File: config.mk
export PLATFORM = sky130hd
export DESIGN_NAME = fifo_ctrl
export DESIGN_NICKNAME = d
export VERILOG_FILES = /design/src/rtl/fifo_ctrl.sv
export SDC_FILE = /design/constraint.sdc
export NUM_CORES = 1
export LEC_CHECK = 0
export ABC_AREA = 0
export CORE_AREA = 2 2 39 41
export CTS_CLUSTER_SIZE = 10
export DETAILED_ROUTE_END_ITERATION = 8
export DIE_AREA = 0 0 41 43
export DONT_BUFFER_PORTS = 1
export PLACE_DENSITY_LB_ADDON = 0.15
export SLEW_MARGIN = 20
export SYNTH_ARGS = -nofsm -noshare
export SYNTH_HDL_FRONTEND = slang
export SYNTH_SLANG_ARGS = --single-unit
File: constraint.sdc
create_clock -name i_clk -period 4.9 [get_ports i_clk]
set_input_delay 0.735 -clock i_clk [delete_from_list [all_inputs] [get_ports i_clk]]
set_output_delay 0.735 -clock i_clk [all_outputs]
set_load 0.01 [all_outputs]
File: src/rtl/fifo_ctrl.sv
// fifo_ctrl: pointer and flag controller for a first-word-fall-through byte FIFO
// built around a dual-address RAM with a combinational read port.
`default_nettype none

module fifo_ctrl #(
  parameter int AWIDTH   = 3,
  parameter int AF_LEVEL = 6,
  parameter int AE_LEVEL = 1
) (
  input  logic              i_clk,
  input  logic              i_reset_n,
  input  logic              i_flush,
  input  logic              i_push,
  input  logic              i_pop,
  output logic              o_w_en,
  output logic [AWIDTH-1:0] o_waddress,
  output logic [AWIDTH-1:0] o_raddress,
  output logic              o_full,
  output logic              o_empty,
  output logic              o_almost_full,
  output logic              o_almost_empty,
  output logic [AWIDTH:0]   o_count,
  output logic              o_overflow,
  output logic              o_underflow
);

  localparam logic [AWIDTH:0] C_AF_LEVEL = (AWIDTH+1)'(AF_LEVEL);
  localparam logic [AWIDTH:0] C_AE_LEVEL = (AWIDTH+1)'(AE_LEVEL);

  logic [AWIDTH:0] r_wptr;
  logic [AWIDTH:0] r_rptr;
  logic            r_overflow;
  logic            r_underflow;

  logic [AWIDTH:0] w_count;
  logic            w_full;
  logic            w_empty;
  logic            w_push_ok;
  logic            w_pop_ok;

  // Extra MSB on each pointer distinguishes full from empty when the low bits match.
  assign w_full  = (r_wptr[AWIDTH] != r_rptr[AWIDTH]) &&
                   (r_wptr[AWIDTH-1:0] == r_rptr[AWIDTH-1:0]);
  assign w_empty = (r_wptr == r_rptr);
  assign w_count = r_wptr - r_rptr;

  // A pop at full frees the slot being written, so the push is still accepted.
  // Gating with reset and flush keeps the RAM untouched while the pointers are cleared.
  assign w_push_ok = i_reset_n & ~i_flush & i_push & (~w_full | i_pop);
  assign w_pop_ok  = i_pop & ~w_empty;

  always_ff @(posedge i_clk or negedge i_reset_n) begin
    if (!i_reset_n) begin
      r_wptr      <= '0;
      r_rptr      <= '0;
      r_overflow  <= 1'b0;
      r_underflow <= 1'b0;
    end else if (i_flush) begin
      r_wptr      <= '0;
      r_rptr      <= '0;
      r_overflow  <= 1'b0;
      r_underflow <= 1'b0;
    end else begin
      if (w_push_ok) r_wptr <= r_wptr + 1'b1;
      if (w_pop_ok)  r_rptr <= r_rptr + 1'b1;
      if (i_push && !w_push_ok) r_overflow  <= 1'b1;
      if (i_pop  && !w_pop_ok)  r_underflow <= 1'b1;
    end
  end

  assign o_w_en         = w_push_ok;
  assign o_waddress     = r_wptr[AWIDTH-1:0];
  assign o_raddress     = r_rptr[AWIDTH-1:0];
  assign o_full         = w_full;
  assign o_empty        = w_empty;
  assign o_almost_full  = (w_count >= C_AF_LEVEL);
  assign o_almost_empty = (w_count <= C_AE_LEVEL);
  assign o_count        = w_count;
  assign o_overflow     = r_overflow;
  assign o_underflow    = r_underflow;

endmodule

`default_nettype wire
After elaboration in Yosys (flattened, before gate mapping)
Index checks and enable logic that the tools add are counted.
W data, S select, Z words.
- magnitude comparators: 2
- eq/ne operators: 3
- bitwise operators: 8
- multiplexer cells: 8
- add/subtract/negate cells: 3
- reduce and logical (&&, ||, !) cells: 9
- operator list (cell ; count):
    $mux W4 ; 4
    $add A4 B1 Y4 const B ; 2
    $reduce_bool A2 Y1 ; 4
    $and A1 B1 Y1 ; 4
    $eq A4 B4 Y1 ; 1
    $ge A4 B3 Y1 const B ; 1
    $le A4 B1 Y1 const B ; 1
    $mux W1 ; 4
    $sub A4 B4 Y4 ; 1
    $eq A3 B3 Y1 ; 1
    $logic_and A1 B1 Y1 ; 3
    $not A1 Y1 ; 3
    $logic_not A1 Y1 ; 2
    $ne A1 B1 Y1 ; 1
    $or A1 B1 Y1 ; 1
- bits in registers: 10
- bits of input ports: 5
- output and inout port bits: 17
- logic and storage cells: 37

Logic depth before layout (Yosys ltp)
Gate-level depths: netlist of run 1.
- depth after elaboration: 9
- gate-level depth with buffers: 6
- depth with buffers taken out: 6

Least setup slack after synthesis of run 1
No wires, ideal clock.
- path kind: reg2out
- from: reg r_wptr[0]
- to: out o_almost_full
- data required time: 4.165 ns
- stages on the path, launching flop included: 6
- data arrival time: 1.455 ns
- path slack: 2.710 ns
- cell sequence: dfrtp_1 > inv_1 > ha_1 > fa_1 > xor2_1 > o21ai_0
- cells in the longest elaborated chain, start to end: 2
- ends and longest elaborated chain (element ; line ; source):
    start: declaration ; 30 ; logic [AWIDTH:0] r_wptr;
    start signal: assignment ; 64 ; if (w_push_ok) r_wptr <= r_wptr + 1'b1;
    $sub A4 B4 Y4 ; 45 ; assign w_count = r_wptr - r_rptr;
    $ge A4 B3 Y1 ; 76 ; assign o_almost_full = (w_count >= C_AF_LEVEL);
    end: declaration ; 20 ; output logic o_almost_full,
Every way passes these cells.

Worst setup path in the final report of run 1
- from: reg r_wptr[0]
- to: out o_w_en
- cells in the longest elaborated chain, start to end: 5
- ends and longest elaborated chain (element ; line ; source):
    $eq A3 B3 Y1 ; 43 ; (r_wptr[AWIDTH-1:0] == r_rptr[AWIDTH-1:0]);
    $logic_and A1 B1 Y1 ; 42 ; assign w_full = (r_wptr[AWIDTH] != r_rptr[AWIDTH]) &&
    $not A1 Y1 ; 49 ; assign w_push_ok = i_reset_n & ~i_flush & i_push & (~w_full | i_pop);
    $or A1 B1 Y1 ; 49 ;
    $and A1 B1 Y1 ; 49 ;
    end: declaration ; 15 ; output logic o_w_en,
Every way passes these cells.

==> results of run 1 <==
-- power groups by stage --
stage / Sequential [W] / Clock [W] / Combinational [W]
floorplan: 0.0000949 / 0 / 0.0000621
global placement: 0.0000988 / 0 / 0.0000618
detailed placement: 0.0000987 / 0 / 0.0000641
CTS: 0.0000972 / 0.0000777 / 0.0000641
global route: 0.0000980 / 0.0000835 / 0.0000742
finish: 0.0000972 / 0.0000757 / 0.0000628
-- worst register-to-register path: cells and delay by family, from the launching register on --
family | cells | cell delay (ns)
adders and majority gates | 1 | 0.32
buffers and inverters | 1 | 0.11
and+or+nand+nor | 2 | 0.33
DFF | 1 | 0.45
muxes | 1 | 0.24
AOI/OAI and AO/OA | 1 | 0.43
-- flip-flops by register name, summed over array words and instances (netlist names) --
| signal | count |
|---|---|
| o_underflow | 1 |
| r_wptr | 4 |
| o_overflow | 1 |
| r_rptr | 4 |
-- worst max-delay path by stage --
stage	start	to	slack (ns)	cells after the start
after floorplan	r_wptr[0]	o_almost_full	2.71	5
after global placement	r_wptr[0]	o_almost_full	2.54	5
after detailed placement	r_wptr[0]	o_almost_full	2.49	5
after CTS	r_wptr[0]	o_almost_full	2.20	5
after global routing	r_wptr[0]	o_w_en	2.03	5
final	r_wptr[0]	o_w_en	2.21	5
-- cells in the final DEF (no fill, tap or decap) --
cell / instances
clkbuf_4: 3
o211ai_1: 1
nor2_1: 12
xnor2_2: 1
and3_1: 2
inv_1: 8
fa_1: 1
clkbuf_8: 1
nand3_1: 2
mux2i_1: 2
and4_1: 1
o21ai_0: 5
xor2_1: 5
a21oi_1: 4
xnor2_1: 3
o311ai_4: 1
nand2_1: 1
dfrtp_1: 10
o31ai_1: 2
or3_1: 1
ha_1: 5
-- layout make-up --
| class | count | share of cell area |
|---|---|---|
| tap | 16 | 0.0284 |
| inverter | 8 | 0.0426 |
| multi-input combinational | 49 | 0.523 |
| clock buffer | 4 | 0.0514 |
| sequential | 10 | 0.355 |
-- through the flow --
step | area (µm²) | util | instances | power [W] | hold WS (ns)
final | 706 | 0.510 | 87 | 0.000236 | 0.157
after global routing | 706 | 0.510 | 87 | 0.000256 | 0.136
after CTS | 706 | 0.510 | 87 | 0.000239 | 0.155
after detailed placement | 669 | 0.484 | 83 | 0.000163 | 0.440
after global placement | 669 | 0.484 | 83 | 0.000161 | 0.440
after floorplan | 698 | - | 74 | 0.000157 | 0.439
-- routing by layer --
layer  routed length [µm]  part of all wire
met1                  611              0.48
met2                  580              0.45
met3                   87             0.068
met4                    0                 0
met5                    0                 0
-- cell families (layout without fill, tap and decap cells) --
family | after synthesis | in the layout | share of synthesized area
AOI/OAI and AO/OA | 13 | 13 | 0.134
xor gates and xnor gates | 9 | 9 | 0.124
adders and majority gates | 6 | 6 | 0.118
buffers and inverters | 15 | 12 | 0.113
DFF | 10 | 10 | 0.358
muxes | 2 | 2 | 0.0287
and+or+nand+nor | 19 | 19 | 0.124
==> results.cfg, run 1 <==
[outcome]
status = completed

[power_and_ir_drop]
netSwitchingFraction = 0.349
p_leak_nw = 0.359
seqPwrFrac = 0.412
power_frac_comb = 0.267
power.net_switching_w = 0.0000822
clock_power_share = 0.321
p_int_w = 0.000154
ir_drop_mv = 0.125
p_per_area_mw_per_mm2 = 334

[sta]
worstMarginPinSlew_ns = 0.383
drv_slew = 0
rsz0062_at_grt = false
setup_viol = 0
finalCritPeriodShare = 0.549
setup_slack_ns = 2.21
min_period_ns = 2.69
tns_ns = 0
max-slew-margin-rel = 0.742
skew_ns = 0.00526
fmax_mhz = 372
hold_viol_final = 0

[synth]
synthCells = 74
synth-seq-cells = 10
yosys.area.top_type = dfrtp_1
synth.top_cell.area_share = 0.358
synth_edf_count = 0
synth_seq_area_share = 0.358
ys.flop_type = dfrtp_1
synth_area_leaders = dfrtp_1, ha_1, buf_4
synthTopCellsByCount = nor2_1, dfrtp_1, inv_1, buf_4
yosys.cell_count.top_type = nor2_1
ys_async_sr_fraction = 1.00
post_synth.cell_area_avg_um2 = 9.43
yosysUniqueCellTypes = 21
synth_area_um2 = 698
yosysWarnings = 0
synth.net_count = 85

[finish]
final-seq-area_um2 = 250
multiInputGateArea_um2 = 369
areaGrowthSynthToFinish_pct = 1.08
drive_above_1_share = 0.0845
antenna_cells = 0
final_nets = 83
fill_cells = 138

[critical_path]
max_stage_delay_ns = 0.45
cp.required_ns = 4.16
r2r_start = r_wptr[0]
cp_top_family = flip-flops
worst_path_max_delay_cell = dfrtp_1
worst_r2r_endpoint = r_rptr[1]
crit_type = flip-flop to output port
cp_num_buf_inv = 1
crit_path_end_kind = output port
reg2regPathDepth = 6
crit_chain = inv_1 > ha_1 > nand3_1 > o311ai_4 > nor2_1
critPathLaunchType = flip-flop
reg2reg_setup_slack_ns = 2.91
crit_path_max_fanout = 8
worstPathArrival_ns = 1.96

[clocking]
clkLatencyLatePin_ns = 0.26
cts_tree = yes
clock-sinks = 10
root_buffer = clkbuf_4
path_clk_slew_ns = 0.08
hold_buffers = 0
clock_path_buffers = 2
cts_made_buffers = 3
htree_levels = 1
post_cts_resized = 0
cts_setup_buffers = 0

[drt]
wire_per_inst_um = 14.7
drtPass1Iterations = 2
drt_wl_total_um = 1280
drtIter0Drc = 6
via_count = 464
route.detailed.drc = 0
vias_per_cell = 5.33
final_antenna_net_count = 0

[global_routing]
grt.met1_usage = 0.242
grt_start_max_net_pins = 14
gr-usage-met2 = 0.272
grt_most_used_layer = met2
grt_pass1_wl_um = 2190
grt_pass1_vias = 515
gr-total-overflow = 0
antenna_found_initial = 0
met3_usage = 0.0576
grt_usage = 0.182

[floorplan]
row_count = 14
coreArea_mm2 = 0.00138
io_pins = 22
initial_core_util = 0.505
dieArea_mm2 = 0.00176
die_h_um = 43
die_w_um = 41

[placed_design]
place.gp.congestion = 0.762
hpwlAfterDp_um = 978
place_ws_ns = 2.49
numPortBuffers = 0

[job]
drv_cap = 0

[worst_hold_path]
hp-class = input port to async pin
Power figures use the tool's default switching activity.
==> run 2, diff against run 1 <==
==> constraint.sdc (replaced) <==
create_clock -name i_clk -period 2.65 [get_ports i_clk]
set_input_delay 0.3975 -clock i_clk [delete_from_list [all_inputs] [get_ports i_clk]]
set_output_delay 0.3975 -clock i_clk [all_outputs]
set_load 0.01 [all_outputs]
==> results.cfg, run 2 (synthesis gave the netlist of run 1 again) <==
[drt]
final_antenna_net_count = 0
drt_wl_total_um = 1330
wire_per_inst_um = 15.1
via_count = 481
route.detailed.drc = 0
drtPass1Iterations = 3
vias_per_cell = 5.47
drtIter0Drc = 6

[sta]
setup_viol = 0
setup_slack_ns = 0.305
hold_viol_final = 0
max-slew-margin-rel = 0.678
whs_ns = 0.185
fmax_mhz = 426
min_period_ns = 2.35
skew_ns = 0.00274
rsz0062_at_grt = false
drv_slew = 0
tns_ns = 0
finalCritPeriodShare = 0.885
worstMarginPinSlew_ns = 0.482

[global_routing]
grt_pass1_vias = 521
gr-total-overflow = 0
grt_start_max_net_pins = 12
grt_pass1_wl_um = 2220
antenna_found_initial = 0
grt_usage = 0.186

[floorplan]
dieArea_mm2 = 0.00176
die_w_um = 41
row_count = 14
coreArea_mm2 = 0.00138
initial_core_util = 0.505
io_pins = 22
die_h_um = 43

[outcome]
status = completed

[placed_design]
place_ws_ns = 0.580
placedCellCount = 83
hpwlAfterDp_um = 978
numPortBuffers = 0
place.gp.congestion = 0.762

[critical_path]
worst_path_max_delay_cell = dfrtp_1
worst_r2r_endpoint = r_rptr[1]
critPathLaunchType = flip-flop
worstPathArrival_ns = 1.95
cp_top_family = flip-flops
cp_num_buf_inv = 1
crit_path_max_fanout = 8
reg2regPathDepth = 6
crit_type = flip-flop to output port
reg2reg_setup_slack_ns = 0.67
crit_chain = inv_1 > ha_1 > nand3_1 > o311ai_4 > nor2_1
r2r_start = r_wptr[0]
max_stage_delay_ns = 0.45
path_depth = 5
cp.required_ns = 2.25
crit_start = r_wptr[0]
crit_path_end_kind = output port

[job]
drv_cap = 0

[worst_hold_path]
min_to = r_wptr[0]
hp-class = input port to flip-flop
hold_depth = 1
hp-start = i_flush

[finish]
antenna_cells = 0
final_cell_count_no_fill = 88
final-seq-area_um2 = 250
layout_common_cells = nor2_1, dfrtp_1, inv_1
final_common_cell = nor2_1
multiInputGateArea_um2 = 369
drive_above_1_share = 0.0833
reg_top3 = r_rptr x4, r_wptr x4
final_nets = 84
fill_cells = 137
areaGrowthSynthToFinish_pct = 2.51
utilization = 0.517

[clocking]
cts_made_buffers = 3
root_buffer = clkbuf_4
clock_path_buffers = 2
clock-sinks = 10
post_cts_resized = 0
cts_tree = yes
htree_levels = 1
clkLatencyLatePin_ns = 0.26
path_clk_slew_ns = 0.07

[power_and_ir_drop]
p_leak_nw = 0.363
ir_drop_mv = 0.234
p_per_area_mw_per_mm2 = 616
-- run 2: worst max-delay path by stage --
stage	end	slack, ns
floorplan	o_almost_full	0.80
finish	o_w_en	0.30
global route	o_w_en	0.12
global placement	o_almost_full	0.63
CTS	o_almost_full	0.29
detailed placement	o_almost_full	0.58
-- run 2: what timing repair did --
item | 4_1_cts | 5_1_grt
hold buffers | 1 | 0
endpoints found under the hold margin | 10 | 0
buffers inserted | 0 | 0
-- run 2: cell type report --
cell class | count | share of cell area
Tap cell | 16 | 0.0280
Sequential cell | 10 | 0.350
Timing Repair Buffer | 1 | 0.0140
Inverter | 8 | 0.0420
Multi-Input combinational cell | 49 | 0.516
Clock buffer | 4 | 0.0507
-- run 2: power by group --
group / internal, W / switching [W]
Combinational: 0.0000396 / 0.0000804
Sequential: 0.000162 / 0.0000176
Clock: 0.0000834 / 0.0000579
Total: 0.000285 / 0.000156
-- run 2: stage by stage --
step                cell area, µm²  total power (W)
finish                         716         0.000441
global route                   716         0.000478
CTS                            716         0.000446
detailed placement             669         0.000301
global placement               669         0.000297
floorplan                      698         0.000290
-- run 2: layer usage --
layer / vias up / GRT usage / share of wire
met5: - / 0 / 0
met4: 0 / 0.0600 / 0
met3: 0 / 0.0576 / 0.074
li1: 238 / - / -
met1: 220 / 0.242 / 0.47
met2: 23 / 0.284 / 0.46
==> run 3, diff against run 2 <==
--- a/config.mk
+++ b/config.mk
@@ -7,6 +7,7 @@
 export LEC_CHECK = 0
 export ABC_AREA = 0
 export CORE_AREA = 2 2 39 41
+export CTS_CLUSTER_DIAMETER = 120
 export CTS_CLUSTER_SIZE = 10
 export DETAILED_ROUTE_END_ITERATION = 8
 export DIE_AREA = 0 0 41 43
==> results of run 3 <==
Same layout as run 2: the final DEF is identical, and so are final timing and power.
